$ cat config.mk
export PLATFORM = sky130hd
export DESIGN_NAME = sequential_divider
export DESIGN_NICKNAME = d
export VERILOG_FILES = /design/src/rtl/sequential_divider_pkg.sv /design/src/rtl/sequential_divider_step.sv /design/src/rtl/sequential_divider.sv
export SDC_FILE = /design/constraint.sdc
export NUM_CORES = 1
export LEC_CHECK = 0
export CORE_ASPECT_RATIO = 2
export CORE_MARGIN = 2
export CORE_UTILIZATION = 35
export CTS_CLUSTER_SIZE = 24
export DETAILED_ROUTE_END_ITERATION = 10
export DONT_BUFFER_PORTS = 1
export HOLD_SLACK_MARGIN = 0.12
export PLACE_DENSITY = 0.61
export REMOVE_ABC_BUFFERS = 1
export SETUP_SLACK_MARGIN = 0.15
export SLEW_MARGIN = 40
export SYNTH_ARGS = -nofsm -noshare
export SYNTH_HDL_FRONTEND = slang
export SYNTH_HIERARCHICAL = 1
export SYNTH_SLANG_ARGS = --single-unit
$ cat constraint.sdc
create_clock -name clk -period 14.1 [get_ports clk]
set_input_delay 0.705 -clock clk [delete_from_list [all_inputs] [get_ports clk]]
set_output_delay 0.705 -clock clk [all_outputs]
set_load 0.005 [all_outputs]
$ cat src/rtl/sequential_divider_pkg.sv
// Shared ECO32 divider constants: default datapath width and the divider FSM encoding.
package sequential_divider_pkg;

    localparam int DIV_WIDTH = 32;

    typedef logic [1:0] div_state_t;

    localparam logic [1:0] ST_IDLE  = 2'd0;
    localparam logic [1:0] ST_RUN   = 2'd1;
    localparam logic [1:0] ST_FIXUP = 2'd2;
    localparam logic [1:0] ST_DONE  = 2'd3;

endpackage

$ cat src/rtl/sequential_divider_step.sv
// One restoring-division iteration: shift in the next dividend bit, trial-subtract the divisor.
module divider_step
    import sequential_divider_pkg::*;
#(
    parameter int WIDTH = DIV_WIDTH
) (
    input  logic [WIDTH-1:0] partial,
    input  logic             dividend_bit,
    input  logic [WIDTH-1:0] divisor,
    output logic [WIDTH-1:0] next_partial,
    output logic             quotient_bit
);

    logic [WIDTH:0] shifted;
    logic [WIDTH:0] diff;

    // partial < divisor always holds, so bit WIDTH of diff is a true borrow flag
    assign shifted = {partial, dividend_bit};
    assign diff    = shifted - {1'b0, divisor};

    always_comb begin
        if (diff[WIDTH]) begin
            next_partial = shifted[WIDTH-1:0];
            quotient_bit = 1'b0;
        end else begin
            next_partial = diff[WIDTH-1:0];
            quotient_bit = 1'b1;
        end
    end

endmodule

$ cat src/rtl/sequential_divider.sv
// Radix-2 restoring divider for div/divu/rem/remu: one quotient bit per clock,
// sign correction in a final FIXUP cycle, results held until the next operation.
module sequential_divider
    import sequential_divider_pkg::*;
#(
    parameter int WIDTH = DIV_WIDTH
) (
    input  logic             clk,
    input  logic             reset,
    input  logic             start,
    input  logic             signedMode,
    input  logic [WIDTH-1:0] leftOperand,
    input  logic [WIDTH-1:0] rightOperand,
    output logic             busy,
    output logic             done,
    output logic [WIDTH-1:0] quotient,
    output logic [WIDTH-1:0] remainder,
    output logic             divideByZero
);

    localparam int CW = (WIDTH > 1) ? $clog2(WIDTH) : 1;
    localparam logic [CW-1:0] LAST_COUNT = CW'(WIDTH - 1);

    div_state_t       state_reg;
    logic [CW-1:0]    count_reg;
    logic [WIDTH-1:0] partial_reg;
    logic [WIDTH-1:0] work_reg;
    logic [WIDTH-1:0] divisor_reg;
    logic             q_neg_reg;
    logic             r_neg_reg;
    logic             zero_div_reg;
    logic [WIDTH-1:0] quotient_reg;
    logic [WIDTH-1:0] remainder_reg;
    logic             dbz_reg;

    logic             left_neg;
    logic             right_neg;
    logic [WIDTH-1:0] left_mag;
    logic [WIDTH-1:0] right_mag;
    logic [WIDTH-1:0] step_partial;
    logic             step_qbit;

    // abs(most-negative) wraps to itself, which is the correct unsigned magnitude
    assign left_neg  = signedMode & leftOperand[WIDTH-1];
    assign right_neg = signedMode & rightOperand[WIDTH-1];
    assign left_mag  = left_neg  ? -leftOperand  : leftOperand;
    assign right_mag = right_neg ? -rightOperand : rightOperand;

    divider_step #(.WIDTH(WIDTH)) u_step (
        .partial      (partial_reg),
        .dividend_bit (work_reg[WIDTH-1]),
        .divisor      (divisor_reg),
        .next_partial (step_partial),
        .quotient_bit (step_qbit)
    );

    always_ff @(posedge clk or posedge reset) begin
        if (reset) begin
            state_reg     <= ST_IDLE;
            count_reg     <= '0;
            partial_reg   <= '0;
            work_reg      <= '0;
            divisor_reg   <= '0;
            q_neg_reg     <= 1'b0;
            r_neg_reg     <= 1'b0;
            zero_div_reg  <= 1'b0;
            quotient_reg  <= '0;
            remainder_reg <= '0;
            dbz_reg       <= 1'b0;
        end else begin
            case (state_reg)
                ST_IDLE: begin
                    if (start) begin
                        // work_reg shifts the dividend out and the quotient in;
                        // on a zero divisor it just carries the raw dividend
                        state_reg    <= ST_RUN;
                        zero_div_reg <= (rightOperand == '0);
                        work_reg     <= (rightOperand == '0) ? leftOperand : left_mag;
                        divisor_reg  <= right_mag;
                        partial_reg  <= '0;
                        count_reg    <= LAST_COUNT;
                        q_neg_reg    <= left_neg ^ right_neg;
                        r_neg_reg    <= left_neg;
                    end
                end
                ST_RUN: begin
                    if (zero_div_reg) begin
                        quotient_reg  <= '0;
                        remainder_reg <= work_reg;
                        dbz_reg       <= 1'b1;
                        state_reg     <= ST_DONE;
                    end else begin
                        partial_reg <= step_partial;
                        work_reg    <= {work_reg[WIDTH-2:0], step_qbit};
                        if (count_reg == '0) begin
                            state_reg <= ST_FIXUP;
                        end else begin
                            count_reg <= count_reg - CW'(1);
                        end
                    end
                end
                ST_FIXUP: begin
                    quotient_reg  <= q_neg_reg ? -work_reg : work_reg;
                    remainder_reg <= r_neg_reg ? -partial_reg : partial_reg;
                    dbz_reg       <= 1'b0;
                    state_reg     <= ST_DONE;
                end
                default: begin
                    state_reg <= ST_IDLE;
                end
            endcase
        end
    end

    assign busy         = (state_reg == ST_RUN) || (state_reg == ST_FIXUP);
    assign done         = (state_reg == ST_DONE);
    assign quotient     = quotient_reg;
    assign remainder    = remainder_reg;
    assign divideByZero = dbz_reg;

endmodule

# Word-level counts from Yosys, hierarchy flattened
# Cells that the tools add are included.
[op_classes]
n_addsub = 6
eq_ne = 8
mux = 27
n_bitwise = 3
n_reduce_logical = 11
[op_table]
columns = ["operator", "count"]
rows = [
  ["$mux W32", 12],
  ["$pmux W32 S2", 4],
  ["$neg A32 Y32", 4],
  ["$sub A33 B32 Y33", 1],
  ["$logic_not A32 Y1", 1],
  ["$mux W5", 3],
  ["$pmux W5 S2", 1],
  ["$ne A2 B2 Y1 const B", 4],
  ["$mux W2", 3],
  ["$pmux W2 S3", 1],
  ["$reduce_and A2 Y1", 3],
  ["$logic_not A5 Y1", 1],
  ["$sub A5 B1 Y5 const B", 1],
  ["$eq A2 B2 Y1 const B", 2],
  ["$reduce_and A4 Y1", 1],
  ["$reduce_bool A2 Y1", 2],
  ["$ne A3 B3 Y1 const B", 1],
  ["$reduce_and A3 Y1", 1],
  ["$and A1 B1 Y1", 2],
  ["$eq A2 B1 Y1 const B", 1],
  ["$logic_not A2 Y1", 1],
  ["$mux W1", 2],
  ["$pmux W1 S2", 1],
  ["$logic_or A1 B1 Y1", 1],
  ["$xor A1 B1 Y1", 1],
]
[word_totals]
ff_bits = 171
in_bits = 68
out_inout_bits = 67
word_cells = 66

# Longest topological paths before layout
[logic_depth]
depth_word = 5
depth_mapped = 17
mapped_depth_nobuf = 15

# Cells and area by module
# The synthesis kept the hierarchy.
[by_module_without_submodules]
columns = ["module", "n_inst", "cells_per_inst", "area_each_um2", "seq_area_each_um2"]
rows = [
  ["sequential_divider", 1, 1225, 10503.8, 4279.1],
  ["divider_step", 1, 306, 2366.0, 0.0],
]

# Worst setup path after synthesis
# OpenSTA, ideal clock, no wires.
[synth_timing]
path_type = "flip-flop to flip-flop"
startpoint = "register work_reg[31]"
endpoint = "register partial_reg[13]"
setup_time_ns = 0.117
arrival_ns = 3.268
t_required_ns = 13.983
path_slack_ns = 10.715
path_stages_with_launch = 18
n_path_buf = 2
period_less_slack_ns = 3.385
path_cell_list = "dfrtp_1 -> inv_1 -> ha_1 -> fa_1 -> and2b_1 -> o2111ai_2 -> a21oi_2 -> o2111ai_1 -> a211oi_2 -> nor2_4 -> mux2i_4 -> and2_4 -> buf_12 -> inv_8 -> buf_12 -> mux2_4 -> nand3_1 -> nand2_1"
[synth_between]
elab_chain_cells = 4
[synth_rtl]
columns = ["element", "line_no", "text"]
rows = [
  ["start, declared", "sequential_divider.sv:27", "logic [WIDTH-1:0] work_reg;"],
  ["start signal, assigned", "sequential_divider.sv:78", "work_reg <= (rightOperand == '0) ? leftOperand : left_mag;"],
  ["start signal, assigned", "sequential_divider.sv:94", "work_reg <= {work_reg[WIDTH-2:0], step_qbit};"],
  ["$sub A33 B32 Y33", "sequential_divider_step.sv:19", "assign diff = shifted - {1'b0, divisor};"],
  ["$mux W32", "sequential_divider_step.sv:22", "if (diff[WIDTH]) begin"],
  ["via step_partial[13]", "sequential_divider.sv:40", "logic [WIDTH-1:0] step_partial;"],
  ["$mux W32", "sequential_divider.sv:87", "if (zero_div_reg) begin"],
  ["$pmux W32 S2", "sequential_divider.sv:71", "case (state_reg)"],
  ["end signal, assigned", "sequential_divider.sv:93", "partial_reg <= step_partial;"],
  ["end, declared", "sequential_divider.sv:26", "logic [WIDTH-1:0] partial_reg;"],
]
# The timed path passes the listed nets, and every way through them passes these cells. The select of a mux whose other input is x is not followed.
# A chain may end at the register's enable or synchronous reset.

# Worst setup path after layout
[layout_timing]
startpoint = "register work_reg[31]"
endpoint = "register partial_reg[26]"
# Same word-level chain as after synthesis.

==> flow_summary.ini <==
[clock_network]
clkTransAtPathRegs_ns = 0.07
post_cts_buffers = 0
cts_root_buffer = clkbuf_16
post_cts_resized = 0
cts-htree-levels = 4
cts-buffers-inserted = 17
max-clock-path-buffers = 2
postCtsHoldBufs = 0
cts_tree = yes
cts.sinks = 171
clock_latency_ns = 0.46

[critical_path]
arrival_ns = 4.34
critPathLaunch = work_reg[31]
crit_path_end_kind = flip-flop
cp_max_fo = 24
reg2reg_from = work_reg[31]
start_kind = flip-flop
path_class = reg -> reg
required_ns = 14.45
rrSetupSlack_ns = 10.11

[timing]
skew_ns = 0.01013
rsz0062_at_grt = false
fmax_ghz = 0.2507
fin_setup_tns_ns = 0
setup_viol = 0
finalCriticalPeriod_ns = 3.989
slew_violations = 0
max_slew_margin = 0.4009
min_period_over_period = 0.2829
hold_violations = 0
fin_ws_ns = 10.11
worst_pin_slew_ns = 0.8871

[pwr]
intPower_mw = 1.341
max-vdd-ir-drop_v = 0.0001289
p_sw_frac = 0.4576
p_switching_mw = 1.131
p_leak_nw = 6.045
total_power_mw = 2.472
clock_power_share = 0.202
combPwrFrac = 0.461
p_per_area_nw_per_um2 = 179.2
pwr-share-seq = 0.336

[yosys]
synthFlopType = dfrtp_1
yosysUniqueCellTypes = 92
synthArstFlopShare = 1.000
synthCells = 1531
ys_warn_count = 6
avgSynthCellArea_um2 = 8.406
ys_seq_elements = 171
ys_seq_area_frac = 0.3325
syn-cell-area_um2 = 12870
synth_edf_count = 0

[global_route]
overflow = 0
grt_pass1_wl_um = 65780
track_usage = 0.2205
grt_max_degree = 93
antenna_found_initial = 0
grt_pass1_vias = 11598

[floorplan]
io-pin-count = 135
die_y_um = 275.2
rows = 99
initial_utilization = 0.3534
die_w_um = 139.6
die_area_um2 = 38410
core_area_um2 = 36420

[finish]
finalNetCount = 1576
area_growth_pct = 7.204
diodes = 0
final_cell_mix = 210 x nand2_1, 170 x dfrtp_1, 130 x o21ai_0, 75 x nand3_1
drive_above_1_share = 0.09202
final_common_cell = nand2_1

[place]
gp_congestion = 0.9121
portBuffers = 0
pre_cts_ws_ns = 10.13
place_hpwl_um = 32670

[routing]
routed-via-count = 11666
ant_nets = 0
vias_per_cell = 6.038
drt_first_pass_iters = 5
drt_wl_total_um = 42770
drc = 0
drtIter0Drc = 781
wl_per_cell_um = 22.14

[run_status]
status = complete, no violations

[min_path]
holdCritPathClass = in -> async

[run]
drv_cap = 0
[power groups by stage]
stage          clock network (mW)  logic [mW]  registers, mW
3_5_place_dp                    0        1.13          0.839
4_1_cts                     0.508        1.14          0.830
3_3_place_gp                    0        1.10          0.832
6_report                    0.500        1.14          0.832
2_1_floorplan                   0       0.809          0.775
5_1_grt                     0.527        1.26          0.853
[cells by family (layout without fill, tap and decap cells)]
family | after synthesis | in the layout | synth area share
muxes | 59 | 59 | 0.05561
AOI/OAI and AO/OA | 405 | 405 | 0.2057
DFF | 171 | 171 | 0.3325
adders and majority gates | 42 | 42 | 0.04142
and+or+nand+nor | 569 | 569 | 0.2274
buffers and inverters | 170 | 117 | 0.05911
xor gates and xnor gates | 115 | 115 | 0.07826
[layer usage]
layer | wire length, um | track usage
met5 | 0 | 0
met4 | 3458 | 0.1687
met3 | 2461 | 0.05640
met2 | 23100 | 0.4185
met1 | 13750 | 0.1967
[final cells by class]
type,instances,area [um^2]
flip-flops and latches,171,4280
fillers,3737,22620
clock buffers,18,439.2
inverters,66,262.8
well taps,454,568.0
multi-input cells,1190,7899
repair buffers,20,180.2
clock inverters,13,167.7
[synth_stat cells, types with 22 or more instances]
cell | n | area, um^2
a21oi_1 | 64 | 320.3
a22oi_1 | 23 | 172.7
a31oi_1 | 28 | 175.2
and3_1 | 22 | 137.6
clkbuf_1 | 81 | 304.0
dfrtp_1 | 171 | 4279
ha_1 | 41 | 513.0
inv_1 | 65 | 244.0
mux2i_1 | 25 | 250.2
nand2_1 | 212 | 795.8
nand3_1 | 75 | 375.4
nor2_1 | 56 | 210.2
nor3_1 | 41 | 205.2
nor4_1 | 25 | 156.4
o21ai_0 | 130 | 650.6
o31ai_1 | 33 | 247.7
or3_1 | 23 | 143.9
xnor2_1 | 60 | 525.5
xor2_1 | 55 | 481.7
[worst max-delay path: stages, from the launching register on]
cell and delay, ns:
dfrtp_1 0.51, inv_1 0.08, ha_1 0.24, fa_1 0.40
and2b_1 0.24, o2111ai_2 0.13, a21oi_2 0.23, o2111ai_1 0.28
a211oi_2 0.35, nor2_4 0.10, mux2i_4 0.38, and2_4 0.33
inv_8 0.13, mux2_4 0.32, nand3_1 0.06, nand2_1 0.07
[per-stage QoR]
step / cell area (um^2) / hold slack (ns) / std cells / util
3_5_place_dp: 13170 / 0.4696 / 1901 / 0.3616
2_1_floorplan: 12360 / 0.4493 / 1427 / -
4_1_cts: 13770 / 0.2126 / 1932 / 0.3782
3_3_place_gp: 13090 / 0.4622 / 1898 / 0.3594
5_1_grt: 13800 / 0.2439 / 1932 / 0.3789
6_report: 13800 / 0.1819 / 1932 / 0.3789
[final timing paths]
check	endpoint	cells past startpoint
worst min-delay path	quotient[7]	1
worst max-delay path	partial_reg[26]	15
worst max register to register	partial_reg[26]	15
worst min register to register	divisor_reg[11]	2
max in group asynchronous	divisor_reg[11]	2
min in group clk	work_reg[8]	2
No activity file was read; power rests on OpenSTA's default activity.
